--- config.mk ---
export PLATFORM = sky130hd
export DESIGN_NAME = clock_mode_controller
export DESIGN_NICKNAME = d
export VERILOG_FILES = /design/src/rtl/clock_pkg.sv /design/src/rtl/ms_interval_timer.sv /design/src/rtl/clock_mode_controller.sv
export SDC_FILE = /design/constraint.sdc
export NUM_CORES = 1
export LEC_CHECK = 0
export CAP_MARGIN = 20
export CORE_ASPECT_RATIO = 0.7
export CORE_MARGIN = 2
export CORE_UTILIZATION = 44
export CTS_BUF_LIST = sky130_fd_sc_hd__clkbuf_16
export DETAILED_ROUTE_END_ITERATION = 16
export PLACE_DENSITY = 0.95
export SKIP_CTS_REPAIR_TIMING = 1
export SYNTH_ARGS = -nofsm -noshare
export SYNTH_HDL_FRONTEND = slang
export SYNTH_SLANG_ARGS = --single-unit
--- constraint.sdc ---
create_clock -name i_clk -period 4.9 [get_ports i_clk]
set_clock_uncertainty 0.05 [all_clocks]
set_input_delay 0.49 -clock i_clk [delete_from_list [all_inputs] [get_ports i_clk]]
set_output_delay 0.49 -clock i_clk [all_outputs]
set_load 0.02 [all_outputs]
--- src/rtl/clock_pkg.sv ---
// Shared constants and FSM encoding for the clock front-panel controller.
package clock_pkg;

    localparam int unsigned MODE_CLOCK     = 0;
    localparam int unsigned MODE_ALARM     = 1;
    localparam int unsigned MODE_STOPWATCH = 2;
    localparam int unsigned MODE_TIMER     = 3;

    localparam logic [1:0] FIELD_SEC = 2'd0;
    localparam logic [1:0] FIELD_MIN = 2'd1;
    localparam logic [1:0] FIELD_HR  = 2'd2;

    localparam int unsigned HR_W  = 5;
    localparam int unsigned MIN_W = 6;
    localparam int unsigned SEC_W = 6;

    typedef enum logic {
        RUN  = 1'b0,
        EDIT = 1'b1
    } state_t;

endpackage

--- src/rtl/ms_interval_timer.sv ---
// Counts ms strobes up to LIMIT; o_tc flags the strobe that completes an interval.
module ms_interval_timer #(
    parameter int unsigned LIMIT = 500
) (
    input  logic i_clk,
    input  logic i_rstn,
    input  logic i_tick,
    input  logic i_clr,
    output logic o_tc
);

    localparam int unsigned CW = (LIMIT > 1) ? $clog2(LIMIT) : 1;

    logic [CW-1:0] cnt_q, cnt_d;
    logic          last;

    assign last = (cnt_q == CW'(LIMIT - 1));
    assign o_tc = i_tick && !i_clr && last;

    always_comb begin
        cnt_d = cnt_q;
        if (i_clr)
            cnt_d = '0;
        else if (i_tick)
            cnt_d = last ? '0 : cnt_q + 1'b1;
    end

    always_ff @(posedge i_clk) begin
        if (!i_rstn)
            cnt_q <= '0;
        else
            cnt_q <= cnt_d;
    end

endmodule

--- src/rtl/clock_mode_controller.sv ---
// Front-panel sequencer: mode select, edit cursor, blink and button routing.
// Optional edit timeout enabled by defining CLOCK_MODE_AUTO_EXIT_EN.
module clock_mode_controller
    import clock_pkg::*;
#(
    parameter int unsigned NUM_MODES  = 4,
    parameter int unsigned BLINK_MS   = 500,
    parameter int unsigned TIMEOUT_MS = 10000,
    localparam int unsigned MODE_W    = (NUM_MODES > 1) ? $clog2(NUM_MODES) : 1
) (
    input  logic                     i_clk,
    input  logic                     i_rstn,
    input  logic                     i_ms_pulse,
    input  logic                     i_mode,
    input  logic                     i_set,
    input  logic                     i_up,
    input  logic                     i_down,
    input  logic                     i_left,
    input  logic                     i_right,
    input  logic [5*NUM_MODES-1:0]   i_hr_bus,
    input  logic [6*NUM_MODES-1:0]   i_min_bus,
    input  logic [6*NUM_MODES-1:0]   i_sec_bus,
    output logic [NUM_MODES-1:0]     o_set,
    output logic [NUM_MODES-1:0]     o_up,
    output logic [NUM_MODES-1:0]     o_down,
    output logic [NUM_MODES-1:0]     o_left,
    output logic [NUM_MODES-1:0]     o_right,
    output logic [MODE_W-1:0]        o_mode,
    output logic                     o_edit,
    output logic [1:0]               o_field,
    output logic [2:0]               o_blank,
    output logic [HR_W-1:0]          o_hr,
    output logic [MIN_W-1:0]         o_min,
    output logic [SEC_W-1:0]         o_sec
);

    state_t               state_q, state_d;
    logic [MODE_W-1:0]    mode_q, mode_d;
    logic [1:0]           field_q, field_d;
    logic                 hidden_q, hidden_d;
    logic [2:0]           blank_q, blank_d;
    logic [NUM_MODES-1:0] set_q, set_d, up_q, up_d, down_q, down_d;
    logic [NUM_MODES-1:0] left_q, left_d, right_q, right_d;
    logic [HR_W-1:0]      hr_q;
    logic [MIN_W-1:0]     min_q;
    logic [SEC_W-1:0]     sec_q;

    logic [NUM_MODES-1:0] sel;
    logic                 lr_evt, ud_evt, accepted, any_btn;
    logic                 in_edit, blink_tc, timeout_tc;

    assign sel     = NUM_MODES'(1) << mode_q;
    assign lr_evt  = i_left ^ i_right;
    assign ud_evt  = i_up ^ i_down;
    assign any_btn = i_mode | i_set | i_up | i_down | i_left | i_right;
    assign in_edit = (state_q == EDIT);

    ms_interval_timer #(.LIMIT(BLINK_MS)) u_blink (
        .i_clk  (i_clk),
        .i_rstn (i_rstn),
        .i_tick (i_ms_pulse && in_edit),
        .i_clr  (accepted || !in_edit),
        .o_tc   (blink_tc)
    );

`ifdef CLOCK_MODE_AUTO_EXIT_EN
    ms_interval_timer #(.LIMIT(TIMEOUT_MS)) u_timeout (
        .i_clk  (i_clk),
        .i_rstn (i_rstn),
        .i_tick (i_ms_pulse && in_edit),
        .i_clr  (any_btn || !in_edit),
        .o_tc   (timeout_tc)
    );
`else
    assign timeout_tc = 1'b0;
`endif

    always_comb begin
        state_d  = state_q;
        mode_d   = mode_q;
        field_d  = field_q;
        hidden_d = hidden_q;
        set_d    = '0;
        up_d     = '0;
        down_d   = '0;
        left_d   = '0;
        right_d  = '0;
        accepted = 1'b0;
        case (state_q)
            RUN: begin
                if (i_set) begin
                    state_d  = EDIT;
                    field_d  = FIELD_SEC;
                    hidden_d = 1'b0;
                    set_d    = sel;
                end else if (i_mode) begin
                    mode_d = (mode_q == MODE_W'(NUM_MODES - 1)) ? '0 : mode_q + 1'b1;
                end else if (lr_evt) begin
                    left_d  = i_left  ? sel : '0;
                    right_d = i_right ? sel : '0;
                end else if (ud_evt) begin
                    up_d   = i_up   ? sel : '0;
                    down_d = i_down ? sel : '0;
                end
            end
            EDIT: begin
                // i_mode is not an event here, so it does not mask lower buttons
                if (i_set || timeout_tc) begin
                    accepted = i_set;
                    state_d  = RUN;
                    hidden_d = 1'b0;
                    set_d    = sel;
                end else if (lr_evt) begin
                    accepted = 1'b1;
                    if (i_left)
                        field_d = (field_q == FIELD_HR) ? FIELD_SEC : field_q + 2'd1;
                    else
                        field_d = (field_q == FIELD_SEC) ? FIELD_HR : field_q - 2'd1;
                end else if (ud_evt) begin
                    accepted = 1'b1;
                    up_d     = i_up   ? sel : '0;
                    down_d   = i_down ? sel : '0;
                end
                if (state_d == EDIT) begin
                    if (accepted)
                        hidden_d = 1'b0;
                    else if (blink_tc)
                        hidden_d = !hidden_q;
                end
            end
            default: state_d = RUN;
        endcase
        blank_d = (state_d == EDIT && hidden_d) ? (3'b001 << field_d) : 3'b000;
    end

    always_ff @(posedge i_clk) begin
        if (!i_rstn) begin
            state_q  <= RUN;
            mode_q   <= MODE_W'(MODE_CLOCK);
            field_q  <= FIELD_SEC;
            hidden_q <= 1'b0;
            blank_q  <= '0;
            set_q    <= '0;
            up_q     <= '0;
            down_q   <= '0;
            left_q   <= '0;
            right_q  <= '0;
            hr_q     <= '0;
            min_q    <= '0;
            sec_q    <= '0;
        end else begin
            state_q  <= state_d;
            mode_q   <= mode_d;
            field_q  <= field_d;
            hidden_q <= hidden_d;
            blank_q  <= blank_d;
            set_q    <= set_d;
            up_q     <= up_d;
            down_q   <= down_d;
            left_q   <= left_d;
            right_q  <= right_d;
            // Mux follows the registered mode, adding one cycle after a mode change
            hr_q     <= i_hr_bus[mode_q*HR_W +: HR_W];
            min_q    <= i_min_bus[mode_q*MIN_W +: MIN_W];
            sec_q    <= i_sec_bus[mode_q*SEC_W +: SEC_W];
        end
    end

    assign o_set   = set_q;
    assign o_up    = up_q;
    assign o_down  = down_q;
    assign o_left  = left_q;
    assign o_right = right_q;
    assign o_mode  = mode_q;
    assign o_edit  = (state_q == EDIT);
    assign o_field = field_q;
    assign o_blank = blank_q;
    assign o_hr    = hr_q;
    assign o_min   = min_q;
    assign o_sec   = sec_q;

endmodule

; ---- Word level (Yosys, flattened, before mapping)
; Index checks and enable logic that the tools add are counted.
[totals]
ff_bits = 55
inputBits = 77
output_inout_bits = 45
elab_cells = 88
[op_classes]
n_addsub = 4
mul = 2
eq_ne = 3
n_shift = 5
muxes = 37
bitwise = 8
reduce_logical = 15
[op_table]
columns = cell, count
row1 = $mux W4, 12
row2 = $shiftx A24 B6 Y6, 2
row3 = $shiftx A20 B6 Y5, 1
row4 = $pmux W4 S2, 2
row5 = $mux W2, 7
row6 = $mux W1, 12
row7 = $reduce_or A6 Y1, 2
row8 = $add A9 B1 Y9 const B, 1
row9 = $eq A9 B9 Y1 const B, 1
row10 = $mux W9, 1
row11 = $not A1 Y1, 6
row12 = $mul A2 B3 Y5 const B, 1
row13 = $add A2 B1 Y2 const B, 2
row14 = $eq A2 B2 Y1 const B, 2
row15 = $logic_and A1 B1 Y1, 4
row16 = $mul A2 B2 Y4 const B, 1
row17 = $pmux W1 S2, 2
row18 = $pmux W2 S2, 1
row19 = $reduce_and A2 Y1, 2
row20 = $shl A1 B2 Y4 const A, 1
row21 = $logic_not A1 Y1, 3
row22 = $reduce_and A3 Y1, 1
row23 = $shl A1 B2 Y3 const A, 1
row24 = $logic_not A2 Y1, 1
row25 = other kinds (4), 5

; ---- Longest topological paths before layout
; Gate-level depths: netlist (run 1).
[logic_depth]
depth_word = 16
depth_mapped = 6
mapped_depth_nobuf = 6

; ---- Hierarchy
; A second synthesis (run 1) with hierarchy kept.
[unflattened]
hier_cells = 220
hier_area_um2 = 2473.6
[modules_own_cells]
columns = mod, n_inst, cells_per_inst, area_each_um2, seq_area_each_um2
row1 = clock_mode_controller, 1, 169, 2021.9, 920.9
row2 = ms_interval_timer, 1, 51, 451.7, 180.2

; ---- Worst setup path after synthesis (run 1)
; OpenSTA, ideal clock, no wires.
[synth_path]
kind = in2reg
from = input i_left
to = register blank_q[2], in the netlist o_blank[2]
setup_time_ns = 0.131
t_arrival_ns = 1.558
t_required_ns = 4.719
path_slack_ns = 3.161
stages = 6
n_path_buf = 0
cell_sequence = inv_1 ha_1 nor2b_1 nor3_1 a211o_1 nor3b_2
[synth_between]
elab_chain_len = 15
elab_cells_between_ends = 20
classes_between = 1 x shift / 12 x mux / 1 x bitwise / 6 x reduce/logical
[synth_rtl]
columns = element, line
row1 = start: declaration, clock_mode_controller.sv:18  ; input logic i_left,
row2 = $xor A1 B1 Y1, clock_mode_controller.sv:53  ; assign lr_evt = i_left ^ i_right;
row3 = $mux W1, clock_mode_controller.sv:113  ; end else if (lr_evt) begin
row4 = $mux W1, clock_mode_controller.sv:108  ; if (i_set || timeout_tc) begin
row5 = $mux W1 (2 in a row), clock_mode_controller.sv:89  ; case (state_q)
row6 = $logic_or A1 B1 Y1, clock_mode_controller.sv:62  ; .i_clr (accepted || !in_edit),
row7 = $logic_not A1 Y1, ms_interval_timer.sv:18  ; assign o_tc = i_tick && !i_clr && last;
row8 = $logic_and A1 B1 Y1 (2 in a row), ms_interval_timer.sv:18
row9 = $mux W1, clock_mode_controller.sv:127  ; else if (blink_tc)
row10 = $mux W1, clock_mode_controller.sv:125  ; if (accepted)
row11 = $mux W1, clock_mode_controller.sv:124  ; if (state_d == EDIT) begin
row12 = $pmux W1 S2, clock_mode_controller.sv:89
row13 = $logic_and A1 B1 Y1, clock_mode_controller.sv:133  ; blank_d = (state_d == EDIT && hidden_d) ? (3'b001 << field_d) : 3'b000;
row14 = $reduce_and A2 Y1 (no line), -
row15 = end signal: assignment, clock_mode_controller.sv:156  ; blank_q <= blank_d;
row16 = end: declaration, clock_mode_controller.sv:41  ; logic [2:0] blank_q, blank_d;
; Several ways; a longest one is shown, not always the timed one. The select of a mux whose other input is x is not followed.
; A chain may end at the register's enable or synchronous reset.

; ---- Worst setup path after layout (run 1)
[layout_path]
from = register mode_q[1], in the netlist o_mode[1]
to = output o_mode[1]
[layout_rtl]
columns = element, line
row1 = start: declaration, clock_mode_controller.sv:38  ; logic [MODE_W-1:0] mode_q, mode_d;
row2 = start signal: assignment, clock_mode_controller.sv:139  ; mode_q <= MODE_W'(MODE_CLOCK);
row3 = start signal: assignment, clock_mode_controller.sv:153  ; mode_q <= mode_d;
row4 = end: declaration, clock_mode_controller.sv:28  ; output logic [MODE_W-1:0] o_mode,
; No word-level cell between the ends.

==> metrics.md, run 1 <==
| Metric | Value |
|---|---|
| Status | `complete, no violations` |
| Vias in the first global route | `2,084` |
| Final min period | `2.58 ns` |
| Internal power | `768 µW` |
| CP bufs+invs | `1` |
| CP top delay family | `flip-flops` |
| Worst hold path type | `flop to flop` |
| Switch share | `23.2%` |
| CTS Buf Count | `5` |
| Final wirelength | `6.16 mm` |
| Crit Path Category | `flop to output pin` |
| Slew HR | `32.6%` |
| Syn_nets | `307` |
| Worst Path Required | `4.36 ns` |
| Root Buffer | `clkbuf_16` |
| Detailed router's first-iteration violation count | `57` |
| Deepest clock path buffer count | `2` |
| Yosys reg bits | `55` |
| Synth top cells by count | `55 x dfxtp_1, 36 x and2_1, 17 x mux4_2` |
| Tot Pwr | `1000 µW` |
| Initial antenna violation count | `0` |
| Drt wl/cell | `14.9 µm` |
| Port bufs | `121` |
| CTS sink count | `55` |
| Die Y | `67 µm` |
| Max Cap Viol | `0` |
| Critical Path AT | `2.04 ns` |
| RSZ-0062 raised after global routing | `false` |
| Setup crit start kind | `flop` |
| Crit path cell chain | `clkdlybuf4s50_1` |
| Syn. warnings | `0` |
| CP max-delay cell | `dfxtp_1` |
| Vias/cell | `4.94` |
| Slew @ Worst Pin | `1.01 ns` |
| CTS HTree Levels | `2` |
| Final Max Tran Viols | `0` |
| Inst Count DP | `404` |
| Sequential power share | `47.2%` |
| Primary FF master, synth | `dfxtp_1` |
| Pin count of the biggest net entering global routing | `30` |
| First-pass GRT wire length | `9.83 mm` |
| Maximum vdd ir drop | `0.187 mV` |
| Hold Fails Final Rpt | `0` |
| Clk pin slew, worst setup/hold paths | `0.07 ns` |
| Peak Freq | `388 MHz` |
| DP Wirelength | `4.87 mm` |
| Finished Layout Cells | `412` |
| Critical Path Sink Type | `output pin` |
| Cell variety after synth | `42` |
| Ant. Diodes | `0` |
| Core footprint | `5370 µm²` |
| Hold path cells | `2` |
| DR DRC count | `0` |
| Fill count | `378` |
| CTS tree | `done` |
| Synthesized area | `2490 µm²` |
| Cell Pwr Density | `256 nW/µm²` |
| Setup TNS Final | `0 ns` |
| Seq/Total Area, Yosys | `44.1%` |
| Die X | `94 µm` |
| Number of flops mapped to enable cells by yosys | `0` |
| Sw Pwr | `232 µW` |
| Final design utilization | `72.8%` |
| Share of cells above drive strength 1 | `10.9%` |
| Post-route ant nets | `0` |
| Tot GR Track Use | `20.4%` |
| FP Rows | `22` |
| Nets@finish | `427` |
| GP Congestion | `0.826` |
| Total grt overflow | `0` |
| Clock power share | `34.9%` |
| Syn-to-layout area delta | `56.6%` |
| Via count | `2,035` |
| Crit path depth | `1` |
| Crit Path Max Fanout | `22` |
| Syn Inst Count | `219` |
| Skew-Pair Late Insertion Delay | `0.28 ns` |
| Final period util | `52.6%` |
| Area leader, netlist | `dfxtp_1` |
| Pleak | `0.00141 µW` |
| Footprint of the multi-input gates | `1320 µm²` |
| Asr flop ratio synth | `0%` |
| Top-count cell post-synth | `dfxtp_1` |
| Final setup vio count | `0` |
| Starting density of the core | `46.5%` |
| FF/Latch Area | `1100 µm²` |
| R2R depth | `3` |
| Top cell type's share of synthesized area | `44.1%` |
| Pre-antenna DRT Iters | `4` |
| IO Pins | `122` |
| Die Area | `6300 µm²` |
| Combinational share of power | `17.9%` |
| CP max stage delay | `0.99 ns` |
| Synth area leaders | `dfxtp_1 44%, mux4_2 15%, and2_1 9.0%` |
| Avg Cell Area, Syn | `11.4 µm²` |
-- metal layers --
metal | vias to the layer above | GRT usage, % | part of all wire [%]
met5 | - | 0 | 0
met4 | 0 | 4.35 | 0.55
li1 | 1009 | - | -
met2 | 75 | 35.4 | 49
met3 | 2 | 6.90 | 9.1
met1 | 949 | 24.6 | 41
-- sequential cells by signal (all words and copies together), names as in the netlist --
register	count
hidden_q	1
o_sec	6
o_up	4
o_right	4
o_blank	3
o_edit	1
o_min	6
o_hr	5
o_field	2
o_left	4
o_down	4
u_blink.cnt_q	9
o_mode	2
o_set	4
-- metrics by stage --
stage | worst slack [ns] | cell area (µm²) | hold slack, ns
3_3_place_gp | 2.32 | 3760 | 0.412
4_1_cts | 2.29 | 3910 | 0.430
5_1_grt | 2.21 | 3910 | 0.488
2_1_floorplan | 3.16 | 2490 | 0.403
6_report | 2.32 | 3910 | 0.432
3_5_place_dp | 2.20 | 3760 | 0.421
-- logic make-up after synthesis --
group	count (synthesis)	synth area share, %
mux	18	15.8
xor+xnor	9	3.16
buf+inv	18	3.11
flops	55	44.1
fa+ha+maj	11	5.52
compound gates	14	5.02
simple gates	94	23.3
-- cells in the final DEF (no fill, tap or decap), types with 3 or more instances in the layout --
cell type	instances
nor2_1	14
and3_1	4
clkdlybuf4s50_1	121
and2_1	36
xor2_1	3
nor3_1	5
inv_1	9
nand3_1	4
ha_1	11
xnor2_1	6
clkbuf_16	5
nand2_1	11
mux4_2	17
dfxtp_1	55
-- final timing paths --
path | slack [ns] | to | from
setup / recovery | 2.32 | o_mode[1] | o_mode[1]
hold / removal | 0.43 | u_blink.cnt_q[1] | u_blink.cnt_q[1]
setup reg to reg | 2.99 | o_min[2] | o_mode[0]
hold reg to reg | 0.43 | u_blink.cnt_q[1] | u_blink.cnt_q[1]
-- area by class of cell --
class,instances,area share (%)
clock buffer,5,3.20
tap,72,2.31
sequential,55,28.2
clock inverter,3,0.576
inverter,9,0.865
multi-input combinational,146,33.7
timing repair buffer,122,31.2
-- power by group through the flow --
| stage | combinational [µW] | sequential (µW) | clock (µW) |
|---|---|---|---|
| floorplan | 65.3 | 495 | 0 |
| global placement | 175 | 482 | 0 |
| detailed placement | 180 | 483 | 0 |
| CTS | 181 | 473 | 358 |
| global route | 193 | 474 | 381 |
| finish | 179 | 472 | 349 |
(Power assumes the default switching activity.)
==> inputs of run 2 (changes only) <==
--- a/config.mk
+++ b/config.mk
@@ -8,10 +8,10 @@
 export CAP_MARGIN = 20
 export CORE_ASPECT_RATIO = 0.7
 export CORE_MARGIN = 2
-export CORE_UTILIZATION = 44
+export CORE_UTILIZATION = 36
 export CTS_BUF_LIST = sky130_fd_sc_hd__clkbuf_16
 export DETAILED_ROUTE_END_ITERATION = 16
-export PLACE_DENSITY = 0.95
+export PLACE_DENSITY = 0.85
 export SKIP_CTS_REPAIR_TIMING = 1
 export SYNTH_ARGS = -nofsm -noshare
 export SYNTH_HDL_FRONTEND = slang
==> constraint.sdc (replaced) <==
create_clock -name i_clk -period 2.17 [get_ports i_clk]
set_clock_uncertainty 0.05 [all_clocks]
set_input_delay 0.217 -clock i_clk [delete_from_list [all_inputs] [get_ports i_clk]]
set_output_delay 0.217 -clock i_clk [all_outputs]
set_load 0.02 [all_outputs]
==> run 2 against run 1 <==
Compared with the run above: combinational power rose by 140%; total power rose by 130%; critical path depth rose by 5; highest routed layer unchanged; utilization fell by 14 points; routed wire length rose by 5.6%; setup slack got worse by 2.0 ns.
==> metrics.md, run 2 (synthesized netlist as in run 1, its figures left out) <==
| Metric | Value |
|---|---|
| Starting density of the core | `37.1% (-9.4 points)` |
| R2R Path End | `o_blank[2]` |
| Most frequent cells in the layout | `121 x clkdlybuf4s50_1, 55 x dfxtp_1, 36 x and2_1` |
| Core footprint | `6730 µm² (+25%)` |
| GP Congestion | `0.728 (-12%)` |
| Initial antenna violation count | `0 (unchanged)` |
| CTS Buf Count | `5 (unchanged)` |
| CTS HTree Levels | `2 (unchanged)` |
| WL met1 | `2.66 mm (+5.2%)` |
| Pin count of the biggest net entering global routing | `29 (-3.3%)` |
| CTS sink count | `55 (unchanged)` |
| Critical Path Sink Type | `flop` |
| Largest Register | `u_blink.cnt_q` |
| Pre-antenna DRT Iters | `4 (unchanged)` |
| Combinational share of power | `18.9% (+1.0 points)` |
| Clk pin slew, worst setup/hold paths | `0.07 ns (about the same)` |
| Sw Pwr | `517 µW (+120%)` |
| Skew-Pair Late Insertion Delay | `0.28 ns (about the same)` |
| Hold_ws | `0.430 ns (-0.00228 ns)` |
| Internal power | `1740 µW (+130%)` |
| Vias/cell | `4.75 (-3.8%)` |
| Ant. Diodes | `0 (unchanged)` |
| Hold Fails Final Rpt | `0 (unchanged)` |
| Die Area | `7620 µm² (+21%)` |
| Final min period | `1.87 ns` |
| Maximum vdd ir drop | `0.372 mV (+99%)` |
| Slew HR | `69.5% (+37 points)` |
| DP Wirelength | `5.14 mm (+5.6%)` |
| Wire length on met2 | `3.39 mm (+12%)` |
| IO Pins | `122 (unchanged)` |
| Critical Path AT | `2.02 ns (-0.02 ns)` |
| Final Max Tran Viols | `0 (unchanged)` |
| Peak Freq | `534 MHz` |
| Final setup vio count | `0 (unchanged)` |
| DR DRC count | `0 (unchanged)` |
| Launch point of the critical path | `i_left` |
| R2r startpoint | `o_field[0]` |
| FP Rows | `25 (+14%)` |
| Tot GR Track Use | `16.5% (-3.9 points)` |
| Vias in the first global route | `2,072 (-0.58%)` |
| Die Y | `73.7 µm (+9.9%)` |
| Slew @ Worst Pin | `0.445 ns (-0.564 ns)` |
| Root Buffer | `clkbuf_16` |
| Final wirelength | `6.50 mm (+5.6%)` |
| Routed length on met3 | `404 µm (-28%)` |
| Worst hold path type | `flop to flop` |
| Total grt overflow | `0 (unchanged)` |
| RSZ-0062 raised after global routing | `false` |
| Share of cells above drive strength 1 | `12.4% (+1.5 points)` |
| First-pass GRT wire length | `9.74 mm (-0.99%)` |
| Drt wl/cell | `14.7 µm (-1.3%)` |
| Max Cap Viol | `0 (unchanged)` |
| Via count | `2,095 (+2.9%)` |
| Sequential power share | `46.9% (-0.3 points)` |
| Deepest clock path buffer count | `2 (unchanged)` |
| Switch share | `23.0% (-0.22 points)` |
| Die X | `104 µm (+10%)` |
| CTS tree | `done` |
| Clock power share | `34.2% (-0.7 points)` |
| Cell Pwr Density | `565 nW/µm² (+120%)` |
| Setup crit start kind | `primary input` |
| Finished Cell Area | `3990 µm² (+2.0%)` |
| Crit Path Category | `primary input to flop` |
| Port bufs | `121 (unchanged)` |
| R2R depth | `5 (+2)` |
| Final period util | `86.3%` |
| Fill count | `563 (+49%)` |
| Placed Area | `3840 µm² (+2.1%)` |
| Reg-to-reg slack, setup | `0.32 ns (-2.67 ns)` |
| Worst setup path endpoint | `o_blank[2]` |
| Max reg flops | `9 (unchanged)` |
| Worst Path Required | `2.32 ns (-2.04 ns)` |
| Setup TNS Final | `0 ns (unchanged)` |
| DR top layer | `met4` |
| Crit Path Max Fanout | `4 (-82%)` |
| Commonest non-fill, non-tap cell in the layout | `clkdlybuf4s50_1` |
| Status | `complete, no violations` |
| Syn-to-layout area delta | `59.7%` |
| Nets@finish | `434 (+1.6%)` |
| Detailed router's first-iteration violation count | `70 (+23%)` |
| Post-route ant nets | `0 (unchanged)` |
| Pleak | `0.00144 µW (+2.0%)` |
run 2: changes by cell type in the layout (fill, tap and decap cells not counted):
cell,before,now
buf_4,1,8
clkinvlp_4,0,1
inv_6,2,0
clkinv_1,0,1
clkinv_2,1,0
clkinv_4,0,1
run 2: worst max-delay path: stages:
cell             delay, ns
clkdlybuf4s50_1       0.48
inv_1                 0.06
ha_1                  0.32
a2111oi_0             0.45
a211o_1               0.28
nor3b_2               0.22
run 2: power by group through the flow:
stage | clock [µW] | combinational (µW) | sequential [µW]
detailed placement | 0 | 428 | 1080
CTS | 789 | 431 | 1060
finish | 770 | 426 | 1060
global route | 827 | 455 | 1060
global placement | 0 | 417 | 1080
floorplan | 0 | 147 | 1120
run 2: per-layer routing:
metal	vias to the layer above	global-route usage [%]
li1	1021	-
met1	992	18.4
met2	78	31.1
met3	4	5.59
met4	0	3.45
met5	-	0
run 2: worst min path at each step:
stage | end | slack, ns | start | cells past startpoint
floorplan | u_blink.cnt_q[1] | 0.33 | i_ms_pulse | 2
global placement | u_blink.cnt_q[1] | 0.41 | u_blink.cnt_q[1] | 2
detailed placement | u_blink.cnt_q[1] | 0.42 | u_blink.cnt_q[1] | 2
CTS | u_blink.cnt_q[1] | 0.43 | u_blink.cnt_q[1] | 2
global route | u_blink.cnt_q[1] | 0.46 | u_blink.cnt_q[1] | 2
finish | u_blink.cnt_q[1] | 0.43 | u_blink.cnt_q[1] | 2
run 2: through the flow:
step | total power, µW | setup WS (ns) | util, % | cells
final | 2250 | 0.298 | 59.3 | 441
after global routing | 2340 | 0.197 | 59.3 | 441
after CTS | 2280 | 0.318 | 59.3 | 441
after detailed placement | 1510 | 0.0429 | 57.1 | 433
after global placement | 1500 | 0.180 | 57.1 | 433
after floorplan | 1260 | 0.450 | - | 219
run 2: final cells by class:
type / instances / area (µm²) / area share, %
inverters: 9 / 33.8 / 0.848
clock buffers: 5 / 125 / 3.14
flip-flops and latches: 55 / 1100 / 27.6
clock inverters: 3 / 20.0 / 0.502
well taps: 94 / 118 / 2.95
multi-input cells: 146 / 1320 / 33.0
repair buffers: 129 / 1270 / 31.9
